File: config.mk
export PLATFORM = sky130hd
export DESIGN_NAME = mem_access_initiator_flat
export DESIGN_NICKNAME = d
export VERILOG_FILES = /design/src/rtl/mem_access_initiator_if.sv /design/src/rtl/mem_access_initiator.sv /design/src/flat_wrapper.sv
export SDC_FILE = /design/constraint.sdc
export NUM_CORES = 1
export LEC_CHECK = 0
export BUFFER_PORTS_ARGS = -buffer_cell sky130_fd_sc_hd__buf_2
export CAP_MARGIN = 20
export CORE_MARGIN = 2
export CORE_UTILIZATION = 40
export CTS_BUF_LIST = sky130_fd_sc_hd__clkbuf_8
export DETAILED_ROUTE_END_ITERATION = 12
export HOLD_SLACK_MARGIN = 0.06
export PLACE_DENSITY = 0.77
export SYNTH_ARGS = -nofsm -noshare
export SYNTH_HDL_FRONTEND = slang
export SYNTH_SLANG_ARGS = --single-unit
File: constraint.sdc
create_clock -name clk -period 4.8 [get_ports clk]
set_clock_uncertainty 0.1 [all_clocks]
set_input_delay 0.24 -clock clk [delete_from_list [all_inputs] [get_ports clk]]
set_output_delay 0.24 -clock clk [all_outputs]
set_load 0.02 [all_outputs]
File: src/rtl/mem_access_initiator_if.sv
// -----------------------------------------------------------------------------
// mem_access_initiator_if
// Data-memory bus between the MEM-stage access initiator and a multi-cycle
// data memory.
//   bus_req    initiator -> memory  request strobe, held until bus_gnt
//   bus_we     initiator -> memory  1 = write
//   bus_addr   initiator -> memory  word-aligned byte address
//   bus_be     initiator -> memory  byte enables, bit n = lane n
//   bus_wdata  initiator -> memory  lane-replicated store data
//   bus_gnt    memory -> initiator  request accepted
//   bus_rvalid memory -> initiator  read data valid
//   bus_rdata  memory -> initiator  read word
// -----------------------------------------------------------------------------
interface mem_access_initiator_if;
    logic        bus_req;
    logic        bus_we;
    logic [31:0] bus_addr;
    logic [3:0]  bus_be;
    logic [31:0] bus_wdata;
    logic        bus_gnt;
    logic        bus_rvalid;
    logic [31:0] bus_rdata;

    modport master (
        output bus_req,
        output bus_we,
        output bus_addr,
        output bus_be,
        output bus_wdata,
        input  bus_gnt,
        input  bus_rvalid,
        input  bus_rdata
    );

    modport slave (
        input  bus_req,
        input  bus_we,
        input  bus_addr,
        input  bus_be,
        input  bus_wdata,
        output bus_gnt,
        output bus_rvalid,
        output bus_rdata
    );
endinterface

File: src/rtl/mem_access_initiator.sv
// -----------------------------------------------------------------------------
// mem_access_initiator
// Requester side of the MIPS data-memory interface (MEM stage). Takes one
// load/store at a time from EX/MEM, rejects misaligned accesses, issues a
// word-addressed request with byte enables, waits for grant (and read data for
// loads), then returns the extended load result and releases the stall.
// Parameter:
//   TIMEOUT     cycles allowed in REQ+RESP before abort with bus_err (2..255)
// Ports:
//   clk, rst    clock, asynchronous active-high reset
//   i_op_valid  EX/MEM presents an access
//   i_mem_op    MemControl code
//   i_addr      byte address
//   i_wdata     store data
//   o_op_ready  high only in IDLE; pipeline stalls while low
//   o_done      one-cycle pulse on successful completion
//   o_rdata     extended load result, held until the next load completes
//   o_addr_err  one-cycle pulse for a misaligned access
//   o_bus_err   one-cycle pulse on timeout
//   bus         data-memory bus (master side)
// -----------------------------------------------------------------------------
module mem_access_initiator #(
    parameter int TIMEOUT = 16
) (
    input  logic                  clk,
    input  logic                  rst,
    input  logic                  i_op_valid,
    input  logic [3:0]            i_mem_op,
    input  logic [31:0]           i_addr,
    input  logic [31:0]           i_wdata,
    output logic                  o_op_ready,
    output logic                  o_done,
    output logic [31:0]           o_rdata,
    output logic                  o_addr_err,
    output logic                  o_bus_err,
    mem_access_initiator_if.master bus
);

    // MemControl codes
    localparam logic [3:0] MEM_LW  = 4'd1;
    localparam logic [3:0] MEM_LB  = 4'd2;
    localparam logic [3:0] MEM_LH  = 4'd3;
    localparam logic [3:0] MEM_LBU = 4'd4;
    localparam logic [3:0] MEM_LHU = 4'd5;
    localparam logic [3:0] MEM_SW  = 4'd6;
    localparam logic [3:0] MEM_SH  = 4'd7;
    localparam logic [3:0] MEM_SB  = 4'd8;

    // The counter is compared before its increment, so the last allowed
    // cycle is the one where it still reads TIMEOUT-1.
    localparam logic [7:0] LP_CNT_LAST = 8'(TIMEOUT - 1);

    typedef enum logic [1:0] {
        S_IDLE = 2'd0,
        S_REQ  = 2'd1,
        S_RESP = 2'd2,
        S_DONE = 2'd3
    } state_t;

    state_t      r_state;
    state_t      w_next;
    logic        w_accept;
    logic        w_misalign;
    logic        w_timeout;

    logic [3:0]  r_op;
    logic [1:0]  r_lane;
    logic [7:0]  r_cnt;
    logic        r_bus_we;
    logic [31:0] r_bus_addr;
    logic [3:0]  r_bus_be;
    logic [31:0] r_bus_wdata;
    logic [31:0] r_rdata;
    logic        r_addr_err;
    logic        r_bus_err;

    function automatic logic f_is_known(input logic [3:0] op);
        case (op)
            MEM_LW, MEM_LB, MEM_LH, MEM_LBU, MEM_LHU,
            MEM_SW, MEM_SH, MEM_SB: f_is_known = 1'b1;
            default:                f_is_known = 1'b0;
        endcase
    endfunction

    function automatic logic f_is_store(input logic [3:0] op);
        f_is_store = (op == MEM_SW) || (op == MEM_SH) || (op == MEM_SB);
    endfunction

    function automatic logic f_misaligned(input logic [3:0] op, input logic [1:0] lane);
        case (op)
            MEM_LW, MEM_SW:          f_misaligned = (lane != 2'b00);
            MEM_LH, MEM_LHU, MEM_SH: f_misaligned = lane[0];
            default:                 f_misaligned = 1'b0;
        endcase
    endfunction

    function automatic logic [3:0] f_be(input logic [3:0] op, input logic [1:0] lane);
        case (op)
            MEM_LB, MEM_LBU, MEM_SB: f_be = 4'b0001 << lane;
            MEM_LH, MEM_LHU, MEM_SH: f_be = lane[1] ? 4'b1100 : 4'b0011;
            default:                 f_be = 4'b1111;
        endcase
    endfunction

    // Stores replicate the datum into every lane so the memory only needs the
    // byte enables to place it; loads drive zero.
    function automatic logic [31:0] f_wdata(input logic [3:0] op, input logic [31:0] wd);
        case (op)
            MEM_SB:  f_wdata = {4{wd[7:0]}};
            MEM_SH:  f_wdata = {2{wd[15:0]}};
            MEM_SW:  f_wdata = wd;
            default: f_wdata = 32'h0;
        endcase
    endfunction

    function automatic logic [31:0] f_extract(input logic [3:0] op, input logic [1:0] lane,
                                              input logic [31:0] word);
        logic signed [7:0]  b;
        logic signed [15:0] h;
        logic signed [31:0] s_byte;
        logic signed [31:0] s_half;
        case (lane)
            2'd0:    b = word[7:0];
            2'd1:    b = word[15:8];
            2'd2:    b = word[23:16];
            default: b = word[31:24];
        endcase
        h      = lane[1] ? word[31:16] : word[15:0];
        s_byte = b;
        s_half = h;
        case (op)
            MEM_LB:  f_extract = s_byte;
            MEM_LBU: f_extract = {24'h0, b};
            MEM_LH:  f_extract = s_half;
            MEM_LHU: f_extract = {16'h0, h};
            default: f_extract = word;
        endcase
    endfunction

    always_comb begin
        w_next     = r_state;
        w_accept   = 1'b0;
        w_misalign = 1'b0;
        w_timeout  = 1'b0;
        case (r_state)
            S_IDLE: begin
                if (i_op_valid && f_is_known(i_mem_op)) begin
                    if (f_misaligned(i_mem_op, i_addr[1:0])) begin
                        w_misalign = 1'b1;
                    end else begin
                        w_accept = 1'b1;
                        w_next   = S_REQ;
                    end
                end
            end
            S_REQ: begin
                // A grant on the final allowed cycle still completes.
                if (bus.bus_gnt) begin
                    w_next = f_is_store(r_op) ? S_DONE : S_RESP;
                end else if (r_cnt >= LP_CNT_LAST) begin
                    w_timeout = 1'b1;
                    w_next    = S_IDLE;
                end
            end
            S_RESP: begin
                if (bus.bus_rvalid) begin
                    w_next = S_DONE;
                end else if (r_cnt >= LP_CNT_LAST) begin
                    w_timeout = 1'b1;
                    w_next    = S_IDLE;
                end
            end
            default: begin
                w_next = S_IDLE;
            end
        endcase
    end

    always_ff @(posedge clk or posedge rst) begin
        if (rst) begin
            r_state     <= S_IDLE;
            r_op        <= 4'h0;
            r_lane      <= 2'b00;
            r_cnt       <= 8'h0;
            r_bus_we    <= 1'b0;
            r_bus_addr  <= 32'h0;
            r_bus_be    <= 4'h0;
            r_bus_wdata <= 32'h0;
            r_rdata     <= 32'h0;
            r_addr_err  <= 1'b0;
            r_bus_err   <= 1'b0;
        end else begin
            r_state    <= w_next;
            r_addr_err <= w_misalign;
            r_bus_err  <= w_timeout;
            if (w_accept) begin
                r_op        <= i_mem_op;
                r_lane      <= i_addr[1:0];
                r_cnt       <= 8'h0;
                r_bus_we    <= f_is_store(i_mem_op);
                r_bus_addr  <= {i_addr[31:2], 2'b00};
                r_bus_be    <= f_be(i_mem_op, i_addr[1:0]);
                r_bus_wdata <= f_wdata(i_mem_op, i_wdata);
            end else if (r_state == S_REQ || r_state == S_RESP) begin
                r_cnt <= r_cnt + 8'd1;
            end
            if (r_state == S_RESP && bus.bus_rvalid) begin
                r_rdata <= f_extract(r_op, r_lane, bus.bus_rdata);
            end
        end
    end

    assign o_op_ready    = (r_state == S_IDLE);
    assign o_done        = (r_state == S_DONE);
    assign o_rdata       = r_rdata;
    assign o_addr_err    = r_addr_err;
    assign o_bus_err     = r_bus_err;
    assign bus.bus_req   = (r_state == S_REQ);
    assign bus.bus_we    = r_bus_we;
    assign bus.bus_addr  = r_bus_addr;
    assign bus.bus_be    = r_bus_be;
    assign bus.bus_wdata = r_bus_wdata;

endmodule

File: src/flat_wrapper.sv
// flat-port wrapper written by rule: the top's interface ports become plain ports
module mem_access_initiator_flat 
#(
    parameter int TIMEOUT = 16
)
  (clk, rst, i_op_valid, i_mem_op, i_addr, i_wdata, o_op_ready, o_done, o_rdata, o_addr_err, o_bus_err, bus_bus_req, bus_bus_we, bus_bus_addr, bus_bus_be, bus_bus_wdata, bus_bus_gnt, bus_bus_rvalid, bus_bus_rdata);
  mem_access_initiator_if bus_i ();
  input  logic clk;
  input  logic rst;
  input  logic i_op_valid;
  input  logic [3:0] i_mem_op;
  input  logic [31:0] i_addr;
  input  logic [31:0] i_wdata;
  output logic o_op_ready;
  output logic o_done;
  output logic [31:0] o_rdata;
  output logic o_addr_err;
  output logic o_bus_err;
  output wire logic [$bits(bus_i.bus_req)-1:0] bus_bus_req;
  output wire logic [$bits(bus_i.bus_we)-1:0] bus_bus_we;
  output wire logic [$bits(bus_i.bus_addr)-1:0] bus_bus_addr;
  output wire logic [$bits(bus_i.bus_be)-1:0] bus_bus_be;
  output wire logic [$bits(bus_i.bus_wdata)-1:0] bus_bus_wdata;
  input wire logic [$bits(bus_i.bus_gnt)-1:0] bus_bus_gnt;
  input wire logic [$bits(bus_i.bus_rvalid)-1:0] bus_bus_rvalid;
  input wire logic [$bits(bus_i.bus_rdata)-1:0] bus_bus_rdata;
  assign bus_bus_req = bus_i.bus_req;
  assign bus_bus_we = bus_i.bus_we;
  assign bus_bus_addr = bus_i.bus_addr;
  assign bus_bus_be = bus_i.bus_be;
  assign bus_bus_wdata = bus_i.bus_wdata;
  assign bus_i.bus_gnt = bus_bus_gnt;
  assign bus_i.bus_rvalid = bus_bus_rvalid;
  assign bus_i.bus_rdata = bus_bus_rdata;
  mem_access_initiator #(.TIMEOUT(TIMEOUT)) u_core (.clk(clk), .rst(rst), .i_op_valid(i_op_valid), .i_mem_op(i_mem_op), .i_addr(i_addr), .i_wdata(i_wdata), .o_op_ready(o_op_ready), .o_done(o_done), .o_rdata(o_rdata), .o_addr_err(o_addr_err), .o_bus_err(o_bus_err), .bus(bus_i));
endmodule
# Word level (Yosys, flattened, before mapping)
# Memory sizes are Yosys's and may differ from the RTL's.
# Cells that the tools add are included.
# word_totals
mem_count	1
rom_bits	16
regBits	117
# memory_table
name	depth	word_bits	rd	rd_ports_with_merged_regs	write_ports	line	source
(name not given)	16	1	1	0	0	mem_access_initiator.sv:78	case (op)
# op_classes
magnitude_cmp	1
n_reduce_logical	15
add_sub_neg	1
muxes	29
eq_ne	22
n_shift	1
# op_table
operator	count
32-bit one-hot mux with 4 select lines	1
32-bit one-hot mux with 3 select lines	1
4-bit by 3-bit == test with 1-bit output, second input constant	8
8-bit one-hot mux with 3 select lines	1
4-bit by 2-bit == test with 1-bit output, second input constant	4
16-bit two-way mux	1
8-bit two-way mux	2
1-bit two-way mux	13
2-bit two-way mux	5
8-bit by 1-bit adder with 8-bit output, second input constant	1
4-bit == test, second input constant	2
8-bit by 4-bit >= comparator with 1-bit output, second input constant	1
4-bit one-hot mux with 2 select lines	1
2-bit == test, second input constant	3
2-bit one-hot mux with 3 select lines	1
3-bit OR reduction	2
1-bit logical OR	5
2-bit by 1-bit == test with 1-bit output, second input constant	2
4-bit by 1-bit == test with 1-bit output, second input constant	1
2-bit zero test	2
4-bit two-way mux	1
1-bit one-hot mux with 2 select lines	2
2-bit nonzero test	2
1-bit by 2-bit << shifter with 4-bit output, first input constant	1
other kinds (5)	6

# Longest topological paths before layout
# logic_depth
ltp_word	9
depth_mapped	8
mapped_depth_nobuf	6

# Worst setup path after synthesis
# Ideal clock, no wire load.
# synth_timing
path_type	input to register
start	input i_mem_op[0]
end	register u_core.r_bus_addr[2], in the netlist u_core.bus.bus_addr[2]
arrival_time_ps	1796
setup_slack_ps	2778
stages	8
n_path_buf	4
t_required_ps	4575
cell_sequence	buf_6 > or4_1 > and3_4 > o211a_1 > buf_6 > buf_6 > buf_6 > mux2_4
# synth_via
elab_chain_cells	8
elab_cells_between_ends	16
# synth_rtl
item	line	source
start: declaration	flat_wrapper.sv:11	input logic [3:0] i_mem_op;
4-bit by 2-bit == test with 1-bit output (tied with other cells)	mem_access_initiator.sv:90	case (op)
3-bit OR reduction or 2-bit OR reduction (tied branches)	mem_access_initiator.sv:90	
1-bit one-hot mux with 2 select lines	mem_access_initiator.sv:90	
1-bit two-way mux	mem_access_initiator.sv:147	if (i_op_valid && f_is_known(i_mem_op)) begin
1-bit two-way mux	mem_access_initiator.sv:145	case (r_state)
1-bit two-way mux	mem_access_initiator.sv:148	if (f_misaligned(i_mem_op, i_addr[1:0])) begin
1-bit two-way mux (*)	mem_access_initiator.sv:147	
1-bit two-way mux (*)	mem_access_initiator.sv:145	
end signal: assignment	mem_access_initiator.sv:201	r_bus_addr <= {i_addr[31:2], 2'b00};
end: declaration	mem_access_initiator.sv:70	logic [31:0] r_bus_addr;
# Mark *: on every way between the ends. The rest lies on a longest branch, timed or not. The select of a mux whose other input is x is not followed.
# A chain may end at the register's enable or synchronous reset.

# Worst setup path after layout
# layout_timing
start	input i_mem_op[2]
end	register u_core.r_bus_addr[24], in the netlist u_core.bus.bus_addr[24]
# Same word-level chain as after synthesis.

==> results by group <==
Flow run
  • MaxCap Viol Count: 0

Die
  • Row cnt: 44
  • Y dimension of the die: approximately 130 µm
  • Die width: ~130 µm
  • Starting Density: 0.410
  • I/O pins: ~210
  • Core area: about 15000 µm²
  • DIE AREA: approximately 16000 µm²

Global routing
  • M3 GR Usage: 0.0709
  • Busiest layer in global routing: met2
  • First-pass GRT wire length: ~28000 µm
  • GRT Util Overall: 0.223
  • Vias in the first global route: 5668
  • Met1 usage: 0.269
  • Initial antenna violation count: 0
  • Largest net degree at the start of global routing: 80
  • Met2 usage: 0.362
  • GRT overflow: 0

Worst setup path
  • Reg2reg setup slack: ~2.4 ns
  • Crit. Startpoint: i_mem_op[2]
  • CP Launch Type: primary input
  • Crit Path Class: in -> reg
  • R2R depth: 5
  • R2r startpoint: u_core.r_lane[1]
  • Crit end category: register
  • Crit-path max FO: 29
  • WP data required: 5.02 ns
  • Capture point of the worst reg-to-reg path: u_core.o_rdata[22]
  • CP arrival: 2.83 ns

Yosys
  • Main area contributors after synthesis: dfrtp_1, mux2_2, o21ai_0, mux2i_1, nand2_1
  • Post-synthesis register bit count: 117
  • Post-synth EDFFs: 0
  • Ys flop type: dfrtp_1
  • Synth Area per Inst: about 11 µm²
  • Share of flip-flops with an asynchronous set or reset: 1.00
  • Mapped Cells: approximately 540
  • Synthesized cell area: slightly below 6000 µm²
  • Yosys top cell by area: dfrtp_1
  • Synth warn: 0
  • Cell variety after synth: 55
  • Top cell type's share of synthesized area: 0.492
  • Register area share after synthesis: 0.492

Clock tree
  • H-Tree Depth: 4
  • Worst skew pair latency: roughly 0.44 ns
  • Clk pin slew, worst setup/hold paths: around 0.070 ns
  • # Post-CTS Setup Buffers: 0
  • CTS Buffer Depth: 2
  • CTS root buf: clkbuf_8
  • CTS Buf Count: 17
  • Clock sinks: about 120
  • CTS tree: done

STA
  • TNS Setup: 0 ns
  • Final hold vios: 0
  • Final Max Slew Viols: 0
  • Relative slew slack: 0.425
  • Fin crit period: approximately 2.6 ns
  • Post-route clock period utilization: 0.545
  • Fmax: 0.382 GHz
  • Hold_ws: 0.0953 ns
  • Worst Tran Pin Value: approximately 0.86 ns
  • # setup viols final: 0
  • RSZ-0062 raised after global routing: no

Final layout
  • Storage cell area: a little under 3000 µm²
  • Layout Cell Area excl Fill: ~8400 µm²
  • Area grow syn2layout: 41.8%
  • Diode count: 0
  • Layout cells sized above 1: 0.398
  • Finished Core Util: 0.581
  • Final nets: a little over 900
  • Filler cells: ~1200
  • Area of the multi-input gates: around 2700 µm²

Min path
  • Worst Hold Endpoint: u_core.o_addr_err
  • Worst hold path stage count: 4
  • Source of the worst hold timing path: i_op_valid
  • Worst Hold Class: in -> reg

Route
  • Vias per inst: approximately 5.3
  • Via count: roughly 5400
  • First-pass DRT Iterations: 5
  • Drt drc: 0
  • Routed WL: 17500 µm
  • Wirelength per Cell: ~17 µm
  • DRT iter0 DRCs: roughly 470
  • Antenna-violating nets left: 0

Power and ir drop
  • Pleak: a little over 4 nW
  • Max VDD drop: ~0.00032 V
  • PwrDens: approximately 600 nW/µm²

Place
  • Number of I/O port buffers: between 200 and 250
  • Final HPWL DP: ~11000 µm
  • GPL Wtd Cong: between 0.7 and 0.8
  • Area after DPL: a little over 7000 µm²

Outcome
  • Status: finished, final reports clean
metrics by stage:
stage               power [mW]  worst slack, ns  instances
finish                    5.08             2.19       1018
floorplan                 3.24             1.36        539
global placement          3.88             2.10        900
CTS                       5.06             2.20       1017
global route              5.37             2.06       1018
detailed placement        3.93             2.04        900
cell usage in the layout, fill, tap and decap left out, types with 3 or more instances in the layout:
| master | instances |
|---|---|
| mux4_2 | 8 |
| o22ai_1 | 9 |
| a221oi_1 | 8 |
| xnor2_1 | 5 |
| o211ai_1 | 3 |
| mux2_2 | 59 |
| bufinv_16 | 5 |
| dlygate4sd3_1 | 86 |
| mux2i_1 | 20 |
| o21ai_0 | 43 |
| o32ai_1 | 8 |
| a21oi_1 | 28 |
| clkbuf_8 | 20 |
| a22o_1 | 8 |
| mux2_4 | 12 |
| buf_2 | 208 |
| nor4b_1 | 8 |
| ha_1 | 5 |
| xor2_1 | 3 |
| dfrtp_1 | 117 |
| nor2_1 | 28 |
| buf_4 | 8 |
| inv_1 | 37 |
| o31ai_1 | 3 |
| nand2_1 | 50 |
| nand2b_1 | 3 |
worst max-delay path: stages:
cell	delay (ns)
dlygate4sd3_1	0.54
buf_2	0.18
and4b_1	0.22
a211oi_2	0.36
o211a_4	0.44
buf_4	0.44
mux2_2	0.40
layout make-up:
type                       count  area share
sequential                   117       0.347
multi-input combinational    348       0.320
timing repair buffer         303       0.236
clock buffer                  20      0.0326
tap                          184      0.0273
clock inverter                11      0.0216
inverter                      35      0.0159
metal layers:
metal | routed length (µm) | vias to the layer above
li1 | - | 2486
met1 | 7070 | 2593
met2 | 8650 | 244
met3 | 1170 | 60
met4 | 630 | 0
met5 | 0 | -
power breakdown:
group	internal (mW)	switching, mW
Sequential	1.42	0.339
Combinational	0.959	1.31
Clock	0.651	0.404
sequential cells by signal, summed over array words and instances, names as in the netlist:
signal,cells
u_core.o_rdata,32
u_core.bus.bus_be,4
u_core.bus.bus_wdata,32
u_core.bus.bus_addr,30
u_core.r_state,2
u_core.o_addr_err,1
u_core.r_cnt,8
u_core.o_bus_err,1
u_core.bus.bus_we,1
u_core.r_op,4
u_core.r_lane,2
synth_stat cells, drive strengths merged (3+ instances only):
master    n
dfrtp   117
mux2     71
nand2    50
o21ai    45
inv      35
a21oi    28
nor2     28
clkbuf   23
mux2i    20
buf      16
nor4b     9
o22ai     9
a221oi    8
a22o      8
mux4      8
o32ai     8
ha        5
xnor2     5
nand2b    3
o211ai    3
o31ai     3
xor2      3
logic make-up (layout without fill, tap and decap cells):
family	count (synthesis)	in the layout	synth area share
flip-flops	117	117	0.492
other	1	2	0.000630
AND/OR/NAND/NOR	110	110	0.0916
adder cells (fa/ha/maj)	5	5	0.0105
buffers and inverters	74	369	0.0561
AO/OA/AOI/OAI	124	124	0.132
XOR/XNOR	8	8	0.0118
multiplexers	99	99	0.206
how the worst max path moves through the flow:
stage	endpoint	slack, ns	depth (start not counted)
6_report	u_core.bus.bus_addr[24]	2.19	7
5_1_grt	u_core.bus.bus_addr[24]	2.06	7
4_1_cts	u_core.bus.bus_addr[24]	2.20	7
3_5_place_dp	u_core.bus.bus_addr[24]	2.04	6
3_3_place_gp	u_core.bus.bus_addr[10]	2.10	6
2_1_floorplan	u_core.bus.bus_addr[10]	1.36	1
repair_timing:
action                                 in CTS  in global routing
endpoints found under the hold margin     163                  0
hold buffers                               86                  0
resized for setup                           0                  0
Power figures use the tool's default switching activity.
